## config.mk

```make
export PLATFORM = sky130hd
export DESIGN_NAME = lsu_bus_adapter
export DESIGN_NICKNAME = d
export VERILOG_FILES = /design/src/rtl/lsu_bus_adapter.sv
export SDC_FILE = /design/constraint.sdc
export NUM_CORES = 1
export LEC_CHECK = 0
export BUFFER_PORTS_ARGS = -buffer_cell sky130_fd_sc_hd__buf_2
export CAP_MARGIN = 0
export CORE_MARGIN = 8
export CORE_UTILIZATION = 40
export DETAILED_ROUTE_END_ITERATION = 8
export SYNTH_ARGS = -nofsm -noshare
export SYNTH_HDL_FRONTEND = slang
export SYNTH_SLANG_ARGS = --single-unit
```

## constraint.sdc

```tcl
create_clock -name clk -period 2.24 [get_ports clk]
set_input_delay 0.448 -clock clk [delete_from_list [all_inputs] [get_ports clk]]
set_output_delay 0.448 -clock clk [all_outputs]
set_load 0.05 [all_outputs]
```

## src/rtl/lsu_bus_adapter.sv

```systemverilog
// Load/store adapter from the memory-access stage onto a 32-bit data bus.
// Splits each request into one or two beats, steers byte lanes and enforces a per-beat timeout.
module lsu_bus_adapter #(
  parameter int unsigned XLEN    = 64,
  parameter int unsigned TIMEOUT = 255
) (
  input  logic            clk,
  input  logic            resetn,
  input  logic [XLEN-1:0] mem_addr,
  input  logic [XLEN-1:0] mem_wdata,
  input  logic            mem_read_req,
  input  logic            mem_write_req,
  input  logic [2:0]      mem_size,
  output logic [XLEN-1:0] mem_rdata,
  output logic            mem_ready,
  output logic            mem_error,
  output logic            bus_req_valid,
  input  logic            bus_req_ready,
  output logic [XLEN-1:0] bus_addr,
  output logic            bus_we,
  output logic [31:0]     bus_wdata,
  output logic [3:0]      bus_wstrb,
  input  logic            bus_rsp_valid,
  input  logic [31:0]     bus_rsp_data,
  input  logic            bus_rsp_err
);

  typedef enum logic [2:0] {StIdle, StCheck, StReq, StRsp, StResp} state_e;

  state_e            state_q, state_d;
  logic [XLEN-1:0]   addr_q, addr_d;
  logic [XLEN-1:0]   wdata_q, wdata_d;
  logic [XLEN-1:0]   rdata_q, rdata_d;
  logic [2:0]        size_q, size_d;
  logic              rd_q, rd_d;
  logic              wr_q, wr_d;
  logic              beat_q, beat_d;
  logic              err_q, err_d;
  logic [15:0]       timer_q, timer_d;

  logic [1:0]  off;
  logic [63:0] wdata64;
  logic [31:0] shifted;
  logic [31:0] rword;
  logic [63:0] rmerge;
  logic        misalign;
  logic        fault;
  logic        expired;

  assign off     = addr_q[1:0];
  assign wdata64 = 64'(wdata_q);
  assign expired = timer_q >= 16'(TIMEOUT - 1);

  always_comb begin
    misalign = 1'b0;
    case (size_q)
      3'd1:    misalign = addr_q[0];
      3'd2:    misalign = addr_q[1:0] != 2'b00;
      3'd3:    misalign = addr_q[2:0] != 3'b000;
      default: misalign = 1'b0;
    endcase
  end

  assign fault = (rd_q && wr_q) || (size_q > 3'd3) || ((size_q == 3'd3) && (XLEN != 64)) ||
                 misalign;

  // Write lane steering; reads never assert strobes.
  always_comb begin
    bus_wstrb = 4'h0;
    bus_wdata = 32'h0;
    case (size_q)
      3'd0: begin
        bus_wstrb = 4'b0001 << off;
        bus_wdata = {24'h0, wdata64[7:0]} << {off, 3'b000};
      end
      3'd1: begin
        bus_wstrb = 4'b0011 << off;
        bus_wdata = {16'h0, wdata64[15:0]} << {off, 3'b000};
      end
      default: begin
        bus_wstrb = 4'hF;
        bus_wdata = beat_q ? wdata64[63:32] : wdata64[31:0];
      end
    endcase
    if (!wr_q) begin
      bus_wstrb = 4'h0;
    end
  end

  assign shifted = bus_rsp_data >> {off, 3'b000};

  always_comb begin
    case (size_q)
      3'd0:    rword = {24'h0, shifted[7:0]};
      3'd1:    rword = {16'h0, shifted[15:0]};
      default: rword = shifted;
    endcase
  end

  always_comb begin
    rmerge = 64'(rdata_q);
    if (beat_q) begin
      rmerge[63:32] = rword;
    end else begin
      rmerge[31:0] = rword;
    end
  end

  always_comb begin
    state_d = state_q;
    addr_d  = addr_q;
    wdata_d = wdata_q;
    rdata_d = rdata_q;
    size_d  = size_q;
    rd_d    = rd_q;
    wr_d    = wr_q;
    beat_d  = beat_q;
    err_d   = err_q;
    timer_d = timer_q;
    unique case (state_q)
      StIdle: begin
        if (mem_read_req || mem_write_req) begin
          addr_d  = mem_addr;
          wdata_d = mem_wdata;
          size_d  = mem_size;
          rd_d    = mem_read_req;
          wr_d    = mem_write_req;
          rdata_d = '0;
          err_d   = 1'b0;
          state_d = StCheck;
        end
      end
      StCheck: begin
        if (fault) begin
          err_d   = 1'b1;
          state_d = StResp;
        end else begin
          beat_d  = 1'b0;
          timer_d = 16'h0;
          state_d = StReq;
        end
      end
      StReq: begin
        timer_d = timer_q + 16'h1;
        if (bus_req_ready) begin
          state_d = StRsp;
        end else if (expired) begin
          err_d   = 1'b1;
          rdata_d = '0;
          state_d = StResp;
        end
      end
      StRsp: begin
        timer_d = timer_q + 16'h1;
        if (bus_rsp_valid) begin
          if (bus_rsp_err) begin
            err_d   = 1'b1;
            rdata_d = '0;
            state_d = StResp;
          end else if ((size_q == 3'd3) && !beat_q) begin
            rdata_d = rmerge[XLEN-1:0];
            beat_d  = 1'b1;
            timer_d = 16'h0;
            state_d = StReq;
          end else begin
            rdata_d = (size_q == 3'd3) ? rmerge[XLEN-1:0] : XLEN'(rword);
            state_d = StResp;
          end
        end else if (expired) begin
          err_d   = 1'b1;
          rdata_d = '0;
          state_d = StResp;
        end
      end
      StResp: begin
        state_d = StIdle;
      end
      default: state_d = StIdle;
    endcase
  end

  always_ff @(posedge clk or negedge resetn) begin
    if (!resetn) begin
      state_q <= StIdle;
      addr_q  <= '0;
      wdata_q <= '0;
      rdata_q <= '0;
      size_q  <= 3'd0;
      rd_q    <= 1'b0;
      wr_q    <= 1'b0;
      beat_q  <= 1'b0;
      err_q   <= 1'b0;
      timer_q <= 16'h0;
    end else begin
      state_q <= state_d;
      addr_q  <= addr_d;
      wdata_q <= wdata_d;
      rdata_q <= rdata_d;
      size_q  <= size_d;
      rd_q    <= rd_d;
      wr_q    <= wr_d;
      beat_q  <= beat_d;
      err_q   <= err_d;
      timer_q <= timer_d;
    end
  end

  assign mem_rdata     = rdata_q;
  assign mem_ready     = (state_q == StResp) && !err_q;
  assign mem_error     = (state_q == StResp) && err_q;
  assign bus_req_valid = state_q == StReq;
  assign bus_we        = wr_q;
  assign bus_addr      = {addr_q[XLEN-1:2], 2'b00} + {{(XLEN-3){1'b0}}, beat_q, 2'b00};

endmodule

```

# Yosys cells after proc, flatten, opt, wreduce, memory -nomap -nowiden
# Cells that the tools add are included.
[totals]
in_bits = 170
reg_bits = 218
word_cells = 97
[classes]
n_shift = 5
reduce_logical = 22
magnitude_cmp = 2
mux = 41
add_sub_neg = 2
eq_ne = 15
[ops]
columns = ["op", "n"]
rows = [
  ["64-bit 2-to-1 mux", 7],
  ["64-bit one-hot mux with 3 select lines", 1],
  ["32-bit one-hot mux with 2 select lines", 2],
  ["32-bit 2-to-1 mux", 3],
  ["64-bit by 3-bit adder with 64-bit output", 1],
  ["16-bit 2-to-1 mux", 4],
  ["16-bit one-hot mux with 3 select lines", 1],
  ["16-bit by 5-bit left shift with 32-bit output", 1],
  ["8-bit by 5-bit left shift with 32-bit output", 1],
  ["32-bit by 5-bit right shift with 32-bit output", 1],
  ["3-bit 2-to-1 mux", 7],
  ["16-bit by 1-bit adder with 16-bit output, second input constant", 1],
  ["16-bit by 8-bit greater-or-equal comparator with 1-bit output, second input constant", 1],
  ["2-bit inequality test, second input constant", 7],
  ["3-bit by 2-bit equality test with 1-bit output, second input constant", 4],
  ["3-bit one-hot mux with 4 select lines", 1],
  ["1-bit 2-to-1 mux", 10],
  ["5-bit AND reduction", 2],
  ["3-bit nonzero test", 3],
  ["4-bit one-hot mux with 2 select lines", 1],
  ["3-bit by 1-bit equality test with 1-bit output, second input constant", 2],
  ["3-bit logical NOT", 2],
  ["1-bit logical AND", 4],
  ["4-bit 2-to-1 mux", 1],
  ["14 further kinds", 19],
]

# Depth between registers and ports, before layout
[depth]
depth_word = 8
mapped_depth = 8

# Worst setup path before layout
# No wires, ideal clock.
[synth_timing]
path_type = "register to output"
from = "register addr_q[0]"
to = "output port bus_wstrb[3]"
stages_incl_launch_ff = 7
t_required_ns = 1.792
arrival_ns = 2.562
slack_ns = -0.770
cell_sequence = "dfrtp_1 buf_2 buf_2 buf_2 buf_2 o21ai_0 a21boi_0"
[synth_via]
elab_chain_cells = 3
elab_cells_between_ends = 4
[synth_rtl]
columns = ["item", "line", "text"]
rows = [
  ["start, declared", "31", "logic [XLEN-1:0] addr_q, addr_d;"],
  ["start signal, assigned", "196", "addr_q <= addr_d;"],
  ["2-bit by 2-bit left shift with 4-bit output or 1-bit by 2-bit left shift with 4-bit output (tied branches)", "77, 73", ""],
  ["4-bit one-hot mux with 2 select lines *", "71", "case (size_q)"],
  ["4-bit 2-to-1 mux *", "85", "if (!wr_q) begin"],
  ["end, declared", "22", "output logic [3:0] bus_wstrb,"],
]
# Mark *: on every way between the ends. The rest lies on a longest branch, timed or not.

# Worst setup path after layout
[layout_timing]
from = "register addr_q[9]"
to = "output port bus_addr[62]"
[layout_via]
elab_chain_cells = 1
[layout_rtl]
columns = ["item", "line", "text"]
rows = [
  ["64-bit by 3-bit adder with 64-bit output", "213", "assign bus_addr = {addr_q[XLEN-1:2], 2'b00} + {{(XLEN-3){1'b0}}, beat_q, 2'b00};"],
  ["end, declared", "19", "output logic [XLEN-1:0] bus_addr,"],
]
# Every way passes these cells.

==> results by group <==
CTS
  • Number of buffers on the longest clock path: 3
  • Count of H-tree levels built during CTS: 1
  • Clock edge transition at the registers on the reported setup and hold paths: 60 ps
  • CTS tree: yes
  • Clock latency at the later pin of the worst-skew pair: 520 ps
  • TritonCTS sink count: 218
  • TritonCTS Buffers: 25
  • Master cell of the clock root buffer: clkbuf_16

Placement
  • Count of input and output buffers: 335
  • Worst setup slack before clock tree synthesis: -290.4 ps
  • HPWL after DPL: 28,750 um
  • Final weighted congestion in routability-driven placement: 0.8557
  • Post-placement cell area: 15,460 sq um

Critical path
  • Number of gates on the worst path with buffers counted: 7
  • Setup crit start: addr_q[9]
  • Family with the most delay on the worst path: simple AND/OR/NAND/NOR gates
  • R2r startpoint: addr_q[0]
  • Worst reg2reg path depth: 6
  • Critical path peak fanout: 7
  • Crit path required time: 1790 ps
  • Element type at the critical path end: output pin
  • Arrival time of data at the critical path endpoint: 2510 ps
  • Startpoint class of the critical path: register
  • Ordered list of cells on the worst path: and4_4, nand4_1, or4_4, buf_12, nor3_4, xor2_4, buf_6
  • Worst Setup Path Type: register to output pin
  • Worst-path cell with the longest stage delay: or4_4
  • CP Buf/Inv Count: 2
  • Slowest stage delay, CP: 550 ps

Pwr
  • Internal Dissipation: 0.01694 W
  • Peak supply drop: 1.790 mV
  • Clock power frac: 12.8%
  • Fraction of power spent switching nets: 46.04%
  • Share of power burned in registers: 21.2%
  • Power spent charging and discharging nets: 0.01445 W
  • Power density over cell area: 1671 nW/um^2
  • Part of the total power dissipated in combinational logic: 66.0%
  • Power consumption: 0.03139 W
  • Lkg Pwr: 8.733 nW

Synth
  • Share of Yosys cell area claimed by the top area cell type: 49.26%
  • Asr flop ratio synth: 100.0%
  • Xor and xnor fraction of the mapped netlist area: 4.745%
  • List of most frequent post-synthesis cells: 218 x dfrtp_1, 133 x mux2_2, 73 x nand2_1
  • Syn Inst Count: 984
  • Dominant cell type by area after synthesis: dfrtp_1
  • Netlist cell types: 65
  • Total of flip-flops plus latches after synthesis: 218
  • Synth Cell Area: 11,070 sq um
  • Most frequently used cell type in the post-synthesis netlist: dfrtp_1
  • Number of synthesized flops with an enable pin: 0
  • Yosys warns: 0
  • Synth top area cells: dfrtp_1 49%, mux2_2 14%, a22o_1 5.1%
  • Multiplexer fraction of the synthesized cell area: 17.14%
  • Mean area per synthesized cell: 11.25 sq um
  • Fraction of the mapped netlist area in adder cells: 0.4519%
  • Dominant combinational cell family by area after synthesis: multiplexers
  • Seq/Total Area, Yosys: 49.26%
  • Most used DFF post-synth: dfrtp_1
  • Fraction of the mapped netlist area in compound gates: 13.11%
  • Share of synthesized cell area in and, or, nand and nor gates: 12.08%

Layout
  • Finished layout cell area: 18,780 sq um
  • Combined flip-flop and latch cell area: 5463 sq um
  • Area delta synth->final: 69.56%
  • Share of post-route cells with drive strength above 1: 61.90%
  • Footprint of the multi-input gates: 7267 sq um
  • Layout fillers: 1,955
  • Layout Nets: 1,695

Worst hold path
  • Count of cells along the worst hold path: 2
  • Launch instance of the worst min-delay path: mem_wdata[17]
  • Type of the tightest min-delay check: primary input to register

Outcome
  • Violations in the final reports: negative setup slack
  • Status: finished with violations

GRT
  • Total routing usage reported by global routing: 22.91%
  • Largest net degree at the start of global routing: 80
  • Initial antenna violation count: 8
  • Via count of the first global-routing pass: 10,544
  • Total gr overflow: 0
  • Wire length of the first global-routing pass: 60,670 um

Drt
  • Iter 0 DRT Violations: 553
  • Number of nets with antenna violations after routing: 0
  • Routed wirelength normalized by instance count: 21.07 um
  • DR vias: 10,165
  • Router iterations before antenna repair: 4
  • Via density per instance: 5.294
  • Routed wire length: 40,450 um
  • Detailed-route DRC error count: 0

STA
  • Highest achievable clock rate: 338.1 MHz
  • Hold violation count in the final report: 0
  • Worst Tran Pin Value: 544.6 ps
  • Setup Total Neg Slack: -38,380 ps
  • Tcrit/Tclk final: 132.0%
  • Min Tclk post-route: 2958 ps
  • Final hold slack: 161.4 ps
  • Unrepaired setup endpoints after global routing: yes
  • Worst slew margin relative to its limit: 63.69%
  • Post-route setup slack: -717.6 ps
  • Setup violations, final: 92
  • Number of pins exceeding their max-slew limit in the final report: 0
  • Skew final: 12.81 ps

Floorplan
  • Initial core utilization: 40.19%
  • Std cell rows: 61
  • Vertical die dimension: 182.4 um
  • Overall die width: 182.4 um
  • Placeable core region: 27,550 sq um
  • Die area: 33,270 sq um
  • Number of top-level pins: 338

Job
  • Max-Cap Viols: 0
## per-layer routing
| layer | wire [um] | track usage (%) | part of all wire (%) |
|---|---|---|---|
| met5 | 47 | 0 | 0.12 |
| met4 | 1196 | 7.051 | 3.0 |
| met3 | 2496 | 5.349 | 6.2 |
| met2 | 19770 | 37.96 | 49 |
| met1 | 16940 | 29.39 | 42 |
## through the flow
stage | instances | util, %
after floorplan | 985 | -
after global placement | 1804 | 56.11
after detailed placement | 1804 | 56.11
after CTS | 1881 | 65.74
after global routing | 1919 | 68.14
final | 1920 | 68.15
## final cells by class
class,count,area share (%)
Multi-Input combinational cell,690,38.70
Antenna cell,4,0.05330
Timing Repair Buffer,566,25.01
Clock inverter,9,0.5330
Inverter,20,0.3998
Sequential cell,218,29.09
Tap cell,378,2.519
Clock buffer,35,3.691
## cell families (layout without fill, tap and decap cells)
kind of cell / Yosys count / after routing
adder cells (fa/ha/maj): 4 / 4
other: 1 / 6
AO/OA/AOI/OAI: 197 / 197
flip-flops: 218 / 218
AND/OR/NAND/NOR: 254 / 254
XOR/XNOR: 60 / 60
multiplexers: 173 / 173
buffers and inverters: 77 / 630
## what timing repair did
action	in CTS	in global routing
buffers inserted	40	51
gates resized for setup	379	80
pin swaps	79	79
setup endpoints to repair	97	109
gates cloned	2	1
hold endpoints to repair	54	0
hold buffers	1	0
## cell usage in the layout (no fill, tap or decap), drive strengths merged, types with 11 or more instances in the layout
cell type / count
a31oi: 13
mux2i: 40
a22o: 64
nand4: 19
o21ai: 37
nor2: 39
nand2: 73
xnor2: 31
xor2: 29
buf: 562
nor3: 26
mux2: 133
dfrtp: 218
clkbuf: 37
nand3: 36
and3: 11
a21oi: 18
o22ai: 16
inv: 20
## sequential cells by signal, summed over array words and instances (netlist names)
name and cells:
addr_q 64, mem_rdata 64, wdata64 64, timer_q 16
size_q 3, state_q 3, beat_q 1, bus_we 1
err_q 1, rd_q 1
## path summary, 6_finish.rpt
kind	end	slack [ps]
setup reg to reg	timer_q[15]	90
max in group asynchronous	mem_rdata[54]	1070
hold / removal	wdata64[17]	160
min in group asynchronous	timer_q[3]	470
setup / recovery	bus_addr[62]	-720
hold reg to reg	mem_rdata[51]	490
## power by group through the flow
stage / Combinational (W) / Clock [W] / Sequential, W
after floorplan: 0.0111 / 0 / 0.00677
after global placement: 0.0161 / 0 / 0.00643
after detailed placement: 0.0162 / 0 / 0.00650
after CTS: 0.0197 / 0.00408 / 0.00656
after global routing: 0.0217 / 0.00426 / 0.00683
final: 0.0207 / 0.00400 / 0.00665
No activity file was read; power rests on OpenSTA's default activity.
